===== config.mk =====
export PLATFORM = sky130hd
export DESIGN_NAME = snn_config_loader
export DESIGN_NICKNAME = d
export VERILOG_FILES = /design/src/rtl/snn_config_loader.sv
export SDC_FILE = /design/constraint.sdc
export NUM_CORES = 2
export LEC_CHECK = 0
export BUFFER_PORTS_ARGS = -buffer_cell sky130_fd_sc_hd__buf_2
export CAP_MARGIN = 0
export CORE_AREA = 2 2 348 350
export CTS_CLUSTER_DIAMETER = 150
export CTS_CLUSTER_SIZE = 24
export DETAILED_ROUTE_END_ITERATION = 8
export DIE_AREA = 0 0 350 352
export PLACE_DENSITY = 0.75
export REMOVE_ABC_BUFFERS = 1
export SLEW_MARGIN = 25
export SYNTH_ARGS = -nofsm -noshare
export SYNTH_HDL_FRONTEND = slang
export SYNTH_SLANG_ARGS = --single-unit

===== constraint.sdc =====
create_clock -name clk -period 3.8 [get_ports clk]
set_input_delay 0.76 -clock clk [delete_from_list [all_inputs] [get_ports clk]]
set_output_delay 0.76 -clock clk [all_outputs]
set_load 0.005 [all_outputs]

===== src/rtl/snn_config_loader.sv =====
// snn_config_loader: framed byte-stream writer for the delay-SNN parameter buses.
// Bytes land in a shadow image. A completed frame copies the shadow into the
// active output registers in one cycle, so the network never sees a partial update.
module snn_config_loader #(
  parameter int unsigned W_BITS         = 288,
  parameter int unsigned D_BITS         = 576,
  parameter int unsigned NUM_BYTES      = 110,
  parameter int unsigned TIMEOUT_CYCLES = 1024
) (
  input  logic              clk,
  input  logic              reset,
  input  logic [7:0]        in_data,
  input  logic              in_valid,
  output logic              in_ready,
  output logic [W_BITS-1:0] weights,
  output logic [D_BITS-1:0] delays,
  output logic [4:0]        threshold,
  output logic [2:0]        decay,
  output logic [4:0]        refractory_period,
  output logic              cfg_busy,
  output logic              cfg_update,
  output logic              cfg_error
);

  localparam int unsigned W_BYTES = W_BITS / 8;
  localparam int unsigned D_BYTES = D_BITS / 8;
  localparam int unsigned TH_BYTE = W_BYTES + D_BYTES;
  localparam int unsigned RP_BYTE = TH_BYTE + 1;
  localparam int unsigned IDX_W   = $clog2(NUM_BYTES);
  localparam int unsigned TMO_W   = (TIMEOUT_CYCLES > 0) ? $clog2(TIMEOUT_CYCLES + 1) : 1;

  typedef enum logic [2:0] {
    S_IDLE,
    S_LEN,
    S_DATA,
    S_DISCARD,
    S_COMMIT
  } state_e;

  state_e                 state_q, state_d;
  logic [7:0]             addr_q, addr_d;
  logic [7:0]             cnt_q, cnt_d;
  logic [TMO_W-1:0]       tmo_q, tmo_d;
  // Bytes 0..TH_BYTE are kept whole. Only the 5 used bits of the refractory byte are stored.
  logic [TH_BYTE:0][7:0]  shadow_q, shadow_d;
  logic [4:0]             rp_sh_q, rp_sh_d;
  logic                   ready_q, busy_q, upd_q, err_q;
  logic                   upd_d, err_d;
  logic [W_BITS-1:0]      weights_q;
  logic [D_BITS-1:0]      delays_q;
  logic [4:0]             threshold_q;
  logic [2:0]             decay_q;
  logic [4:0]             rp_q;

  logic                   accept;
  logic                   timed;
  logic                   tmo_hit;
  logic                   len_ok;
  logic [8:0]             span;
  logic [IDX_W-1:0]       idx;

  // Next-state, shadow write and timeout logic.
  always_comb begin
    state_d  = state_q;
    addr_d   = addr_q;
    cnt_d    = cnt_q;
    tmo_d    = tmo_q;
    shadow_d = shadow_q;
    rp_sh_d  = rp_sh_q;
    upd_d    = 1'b0;
    err_d    = 1'b0;

    accept  = in_valid && (state_q != S_COMMIT);
    timed   = (state_q == S_LEN) || (state_q == S_DATA) || (state_q == S_DISCARD);
    span    = {1'b0, addr_q} + {1'b0, in_data};
    len_ok  = !addr_q[7] && (span <= 9'(NUM_BYTES));
    idx     = IDX_W'(addr_q);
    tmo_hit = (TIMEOUT_CYCLES != 0) && timed && !in_valid &&
              (tmo_q == TMO_W'(TIMEOUT_CYCLES - 1));

    if (accept) begin
      tmo_d = '0;
    end else if (timed) begin
      tmo_d = tmo_q + TMO_W'(1);
    end

    case (state_q)
      S_IDLE: begin
        if (accept) begin
          addr_d  = in_data;
          state_d = S_LEN;
        end
      end
      S_LEN: begin
        if (accept) begin
          cnt_d = in_data;
          if (len_ok) begin
            state_d = (in_data == 8'd0) ? S_COMMIT : S_DATA;
          end else if (in_data == 8'd0) begin
            err_d   = 1'b1;
            state_d = S_IDLE;
          end else begin
            state_d = S_DISCARD;
          end
        end
      end
      S_DATA: begin
        if (accept) begin
          if (idx == IDX_W'(RP_BYTE)) begin
            rp_sh_d = in_data[4:0];
          end else begin
            shadow_d[idx] = in_data;
          end
          addr_d = addr_q + 8'd1;
          cnt_d  = cnt_q - 8'd1;
          if (cnt_q == 8'd1) begin
            state_d = S_COMMIT;
          end
        end
      end
      S_DISCARD: begin
        if (accept) begin
          cnt_d = cnt_q - 8'd1;
          if (cnt_q == 8'd1) begin
            err_d   = 1'b1;
            state_d = S_IDLE;
          end
        end
      end
      S_COMMIT: begin
        upd_d   = 1'b1;
        state_d = S_IDLE;
      end
      default: begin
        state_d = S_IDLE;
      end
    endcase

    if (tmo_hit) begin
      err_d   = 1'b1;
      state_d = S_IDLE;
    end

    if (state_d == S_IDLE || state_d == S_COMMIT) begin
      tmo_d = '0;
    end
  end

  // State, shadow and registered outputs; active image loads only while in COMMIT.
  always_ff @(posedge clk) begin
    if (reset) begin
      state_q     <= S_IDLE;
      addr_q      <= '0;
      cnt_q       <= '0;
      tmo_q       <= '0;
      shadow_q    <= '0;
      rp_sh_q     <= '0;
      ready_q     <= 1'b1;
      busy_q      <= 1'b0;
      upd_q       <= 1'b0;
      err_q       <= 1'b0;
      weights_q   <= '0;
      delays_q    <= '0;
      threshold_q <= '0;
      decay_q     <= '0;
      rp_q        <= '0;
    end else begin
      state_q  <= state_d;
      addr_q   <= addr_d;
      cnt_q    <= cnt_d;
      tmo_q    <= tmo_d;
      shadow_q <= shadow_d;
      rp_sh_q  <= rp_sh_d;
      ready_q  <= (state_d != S_COMMIT);
      busy_q   <= (state_d != S_IDLE);
      upd_q    <= upd_d;
      err_q    <= err_d;
      if (state_q == S_COMMIT) begin
        weights_q   <= shadow_q[W_BYTES-1:0];
        delays_q    <= shadow_q[TH_BYTE-1:W_BYTES];
        threshold_q <= shadow_q[TH_BYTE][4:0];
        decay_q     <= shadow_q[TH_BYTE][7:5];
        rp_q        <= rp_sh_q;
      end
    end
  end

  assign in_ready          = ready_q;
  assign cfg_busy          = busy_q;
  assign cfg_update        = upd_q;
  assign cfg_error         = err_q;
  assign weights           = weights_q;
  assign delays            = delays_q;
  assign threshold         = threshold_q;
  assign decay             = decay_q;
  assign refractory_period = rp_q;

endmodule


* Word level (Yosys, flattened, before mapping)
Cells that the tools add are included.
** Storage, ports and cells
- Bits in registers :: 1788
- Bits of input ports :: 11
- Output and inout port bits :: 881
- Word-level logic and storage cells :: 194
** Operators by class
- $add $sub $neg :: 4
- $lt $le $gt $ge :: 3
- Eq/ne operators :: 14
- Mux-type cells :: 27
- Bitwise logic cells :: 1
- Reduce and logical (&&, ||, !) cells :: 22
** Operator list (count)
- bitwise mux 872 bit :: 1
- demux 8 bit (select 7 bit) :: 1
- two-way mux 8 bit :: 4
- case mux 8 bit (2 select lines) :: 2
- two-way mux 3 bit :: 9
- case mux 3 bit (4 select lines) :: 1
- AND reduction 3 bit :: 4
- adder 11 x 1 -> 11 bit (second input constant) :: 1
- == test 11 x 10 -> 1 bit (second input constant) :: 1
- adder 8 x 8 -> 9 bit :: 1
- <= comparator 9 x 7 -> 1 bit (second input constant) :: 1
- adder 8 x 1 -> 8 bit (second input constant) :: 1
- == test 8 x 1 -> 1 bit (second input constant) :: 1
- zero test 8 bit :: 1
- < comparator 7 x 8 -> 1 bit (second input constant) :: 1
- subtractor 8 x 1 -> 8 bit (second input constant) :: 1
- == test 7 bit (second input constant) :: 1
- greater-or-equal comparator 7 x 1 -> 1 bit (second input constant) :: 1
- two-way mux 1 bit :: 7
- == test 3 x 2 -> 1 bit (second input constant) :: 2
- == test 3 bit (second input constant) :: 2
- zero test 3 bit :: 2
- inequality test 2 bit (second input constant) :: 3
- inequality test 3 bit (second input constant) :: 2
- other kinds (12) :: 20

* Logic depth before layout (Yosys ltp)
- Depth in word-level cells :: 10
- Gate-level depth with buffers :: 11
- Gate-level depth less buffers :: 9

* Worst setup path after synthesis
Ideal clock, no wire load.
- Kind :: input-to-reg
- Start point :: in in_data[1]
- End point :: reg busy_q (netlist: cfg_busy)
- Library setup time :: 123 ps
- Arrival :: 3255 ps
- Required time :: 3677 ps
- Slack :: 422 ps
- Cell stages on the path :: 11
- Buffers on the path :: 3
- Cells stage by stage :: clkbuf_1 clkbuf_1 clkbuf_1 inv_1 fa_1 nand2b_1 a211oi_1 nor3_1 a2111oi_1 o31a_1 a21oi_1
** On the way
- Longest elaborated chain between the ends :: 8
- Elaborated cells on any way between the ends :: 11
- Classes of those cells :: add/sub: 1; order compare: 1; mux: 6; reduce/logical: 3
** Ends and longest elaborated chain
- start, declared :: RTL line 12 : input logic [7:0] in_data,
- adder 8 x 8 -> 9 bit :: RTL line 75 : span = {1'b0, addr_q} + {1'b0, in_data};
- <= comparator 9 x 7 -> 1 bit :: RTL line 76 : len_ok = !addr_q[7] && (span <= 9'(NUM_BYTES));
- logical AND 1 bit :: RTL line 76
- two-way mux 3 bit * :: RTL line 97 : if (len_ok) begin
- two-way mux 3 bit * :: RTL line 95 : if (accept) begin
- case mux 3 bit (4 select lines) * :: RTL line 87 : case (state_q)
- two-way mux 3 bit * :: RTL line 139 : if (tmo_hit) begin
- nonzero test 3 bit * :: RTL line 175 : busy_q <= (state_d != S_IDLE);
- end signal, assigned :: RTL line 175
- end, declared :: RTL line 47 : logic ready_q, busy_q, upd_q, err_q;
Mark *: on every way between the ends. The rest lies on a longest branch, timed or not.
A chain may end at the register's enable or synchronous reset.

* Worst setup path after layout
- Start point :: reg state_q[1]
- End point :: reg shadow_q[850] in the netlist's numbering
** On the way
- Longest elaborated chain between the ends :: 3
- Elaborated cells on any way between the ends :: 4
- Classes of those cells :: eq/ne: 2; reduce/logical: 2
** Ends and longest elaborated chain
- start, declared :: RTL line 40 : state_e state_q, state_d;
- start signal, assigned :: RTL line 168 : state_q <= state_d;
- inequality test 3 bit :: RTL line 73 : accept = in_valid && (state_q != S_COMMIT);
- logical AND 1 bit :: RTL line 73
- AND reduction 3 bit (no source line) *
- end signal, assigned :: RTL line 172 : shadow_q <= shadow_d;
- end, declared :: RTL line 45 : logic [TH_BYTE:0][7:0] shadow_q, shadow_d;
Marks and branches as above.

==> metrics.csv <==
metric,value,unit
core area,119300,µm²
Iteration-0 DRC Markers,5757,
CTS max path bufs,3,
Via density,5.640,
Slew headroom,0.2207,
DRC errors left,0,
DR WL/cell,19.69,µm
Worst Hold Depth,3,
Compound-Gate Fraction of Synth Area,0.1469,
htree depth,3,
Peak VDD IR,0.3864,mV
Crit Path Class,reg2reg,
post-route ant nets,0,
synthesized instance count,7844,
worst slew pin tran,1169,ps
Starting Density,0.5340,
"leading cell type in the layout, fill and taps excluded",nand2_1,
Final Skew,24.76,ps
post-route minimum period,3154,ps
Synth-to-Final Area Change,12.33,%
Yosys warnings,0,
Hold Path Class,in2reg,
die outline width,350,µm
worst hold slack,412.1,ps
Core Rows,127,
outcome,"complete, no violations",
Worst setup EP type,flip-flop,
# IOs,892,
Synth area leader,dfxtp_1,
grt total ovfl,0,
adder-cell share of the synthesized area,0.002866,
Yosys reg bits,1788,
"Seq/Total Area, Yosys",0.5617,
number of global-route vias before repair,51310,
GRT Total Usage,0.3009,
Synth top area share,0.5617,
Pleak,25.82,nW
global-route wire length before repair,294100,µm
Routability Congestion,0.8515,
period utilisation layout,0.8301,
Pwr Density,421.3,nW/µm²
Worst Setup Start Kind,flip-flop,
"EDFF count, synth",0,
Post-Synth XOR/XNOR Area,0.001649,
top post-synthesis cells by area,"dfxtp_1 56%, nand2_1 15%, a21oi_1 12%",
fraction of layout cells with a size suffix above 1,0.1435,
Die ar.,123200,µm²
async set-or-reset flop fraction in the synthesized netlist,0,
CTS Sinks,1788,
RSZ-0062 raised after global routing,no,
Worst Path Max Fanout,18,
vias post-DR,56050,
antenna violations before repair,1,
fmax,0.3170,GHz
IO Port Bufs,891,
PostCTS Resize Cnt,0,
pin count of the biggest net entering global routing,186,
Synth Area in Simple Gates,0.2072,
Critical Path AT,3720,ps
synthesized cell area,63730,µm²
WP data required,4370,ps
CTS tree,done,
Post-synth top flop,dfxtp_1,
register clock-pin slew on the reported worst setup and hold paths,90,ps
Detailed Place HPWL,123800,µm
drt pass-1 iters,6,
CTS Buf Count,84,
Syn Area/Cell,8.125,µm²
synth unique cells,65,
final setup fails,0,
Final nets,8342,
postcts setup bufs,0,
R2R cell count,7,
most frequent cells in the layout,"2463 x nand2_1, 1788 x dfxtp_1, 1523 x a21oi_1",
multiplexer share of the synthesized area,0.04007,
Max-Cap Viols,0,
total wire length,195700,µm
Post-Route Setup TNS,0,ps
Slew Limit Fails,0,
cts-stage hold buffer count,0,
Die Ht,352,µm
largest family of logic cells by synthesized area,simple AND/OR/NAND/NOR gates,
CTS Root Cell,clkbuf_16,
worst-skew pair later-pin latency,700,ps
endpoints failing hold,0,
==> report_power, final <==
group | leakage [nW] | internal [mW] | switching [mW] | total, mW
logic | 10.3 | 0.242 | 1.07 | 1.31
registers | 14.4 | 18.8 | 0.0475 | 18.8
clock network | 1.10 | 4.15 | 5.90 | 10.1
==> flip-flops by register name, summed over array words and instances (netlist names) <==
signal,flops
tmo_q,11
refractory_period,5
addr_q,8
cfg_error,1
delays,576
shadow_q,872
cnt_q,8
decay,3
cfg_update,1
weights,288
in_ready,1
threshold,5
rp_sh_q,5
state_q,3
cfg_busy,1
==> layout make-up <==
type	count	area [µm²]
Inverter	9	33.78
Fill cell	10600	47750
Clock buffer	86	2152
Clock inverter	6	96.34
Antenna cell	3	7.507
Multi-Input combinational cell	5396	25500
Tap cell	1612	2017
Sequential cell	1788	35790
Timing Repair Buffer	1038	5989
==> worst max-delay path: stages (launching register included) <==
cell	delay (ps)
dfxtp_1	710
nand4bb_1	300
nor2_2	350
nand3_2	440
buf_4	360
nor2_2	480
mux2i_1	300
nor2_1	70
==> through the flow <==
stage	std cells	total power [mW]	cell area [µm²]	worst slack [ps]	utilization
6_report	9938	30.16	71590	645.8	0.5999
3_3_place_gp	9843	20.51	69330	515.7	0.5810
5_1_grt	9936	31.00	71580	483.4	0.5999
2_1_floorplan	7193	19.63	61240	-11690	-
3_5_place_dp	9843	20.52	69330	496.1	0.5810
4_1_cts	9935	30.25	71580	671.9	0.5998
==> Yosys cell counts (2+ instances only) <==
| library cell | n |
|---|---|
| nor2_8 | 7 |
| a21o_1 | 2 |
| nand4_1 | 7 |
| nor2b_1 | 6 |
| dfxtp_1 | 1788 |
| nor2_1 | 335 |
| xnor2_1 | 7 |
| nor2_2 | 21 |
| nor3b_1 | 2 |
| inv_1 | 9 |
| and4_1 | 2 |
| xor2_1 | 5 |
| nand2_1 | 2464 |
| nor4_1 | 5 |
| or3_1 | 2 |
| nand3_2 | 2 |
| a31oi_1 | 4 |
| and2_1 | 5 |
| ha_1 | 13 |
| o211ai_1 | 3 |
| o21ai_0 | 282 |
| o21a_1 | 2 |
| a21oi_1 | 1523 |
| a211oi_1 | 5 |
| and3_1 | 2 |
| nor3_4 | 3 |
| mux2i_1 | 254 |
| o22ai_1 | 3 |
| nor3_1 | 16 |
| buf_1 | 42 |
| nand4b_1 | 2 |
| a41oi_1 | 4 |
| nor2_4 | 6 |
| a211o_1 | 3 |
| clkbuf_1 | 575 |
| or3_4 | 2 |
| nand3_1 | 365 |
| nand2b_1 | 8 |
| buf_2 | 32 |
==> kinds of logic (layout without fill, tap and decap cells) <==
logic type	after synthesis	in the layout
AND/OR/NAND/NOR	3271	3271
AO/OA/AOI/OAI	1844	1844
flip-flops	1788	1788
XOR/XNOR	12	12
other	0	3
multiplexers	255	255
adder cells (fa/ha/maj)	14	14
buffers and inverters	660	1139
==> routing by layer <==
metal	share of wire	wire length, µm	up-vias	global-route usage
met4	0.069	13440	0	0.1963
met1	0.40	77730	26760	0.3867
met3	0.065	12790	492	0.03411
li1	-	-	26680	-
met2	0.47	91710	2124	0.4796
met5	0	0	-	0
==> path summary, 6_finish.rpt <==
| check | endpoint | start | slack [ps] |
|---|---|---|---|
| setup / recovery | shadow_q[850] | state_q[1] | 650 |
| hold / removal | shadow_q[694] | in_data[6] | 410 |
| setup reg to reg | shadow_q[850] | state_q[1] | 650 |
| hold reg to reg | delays[407] | shadow_q[695] | 440 |
(Power assumes the default switching activity.)
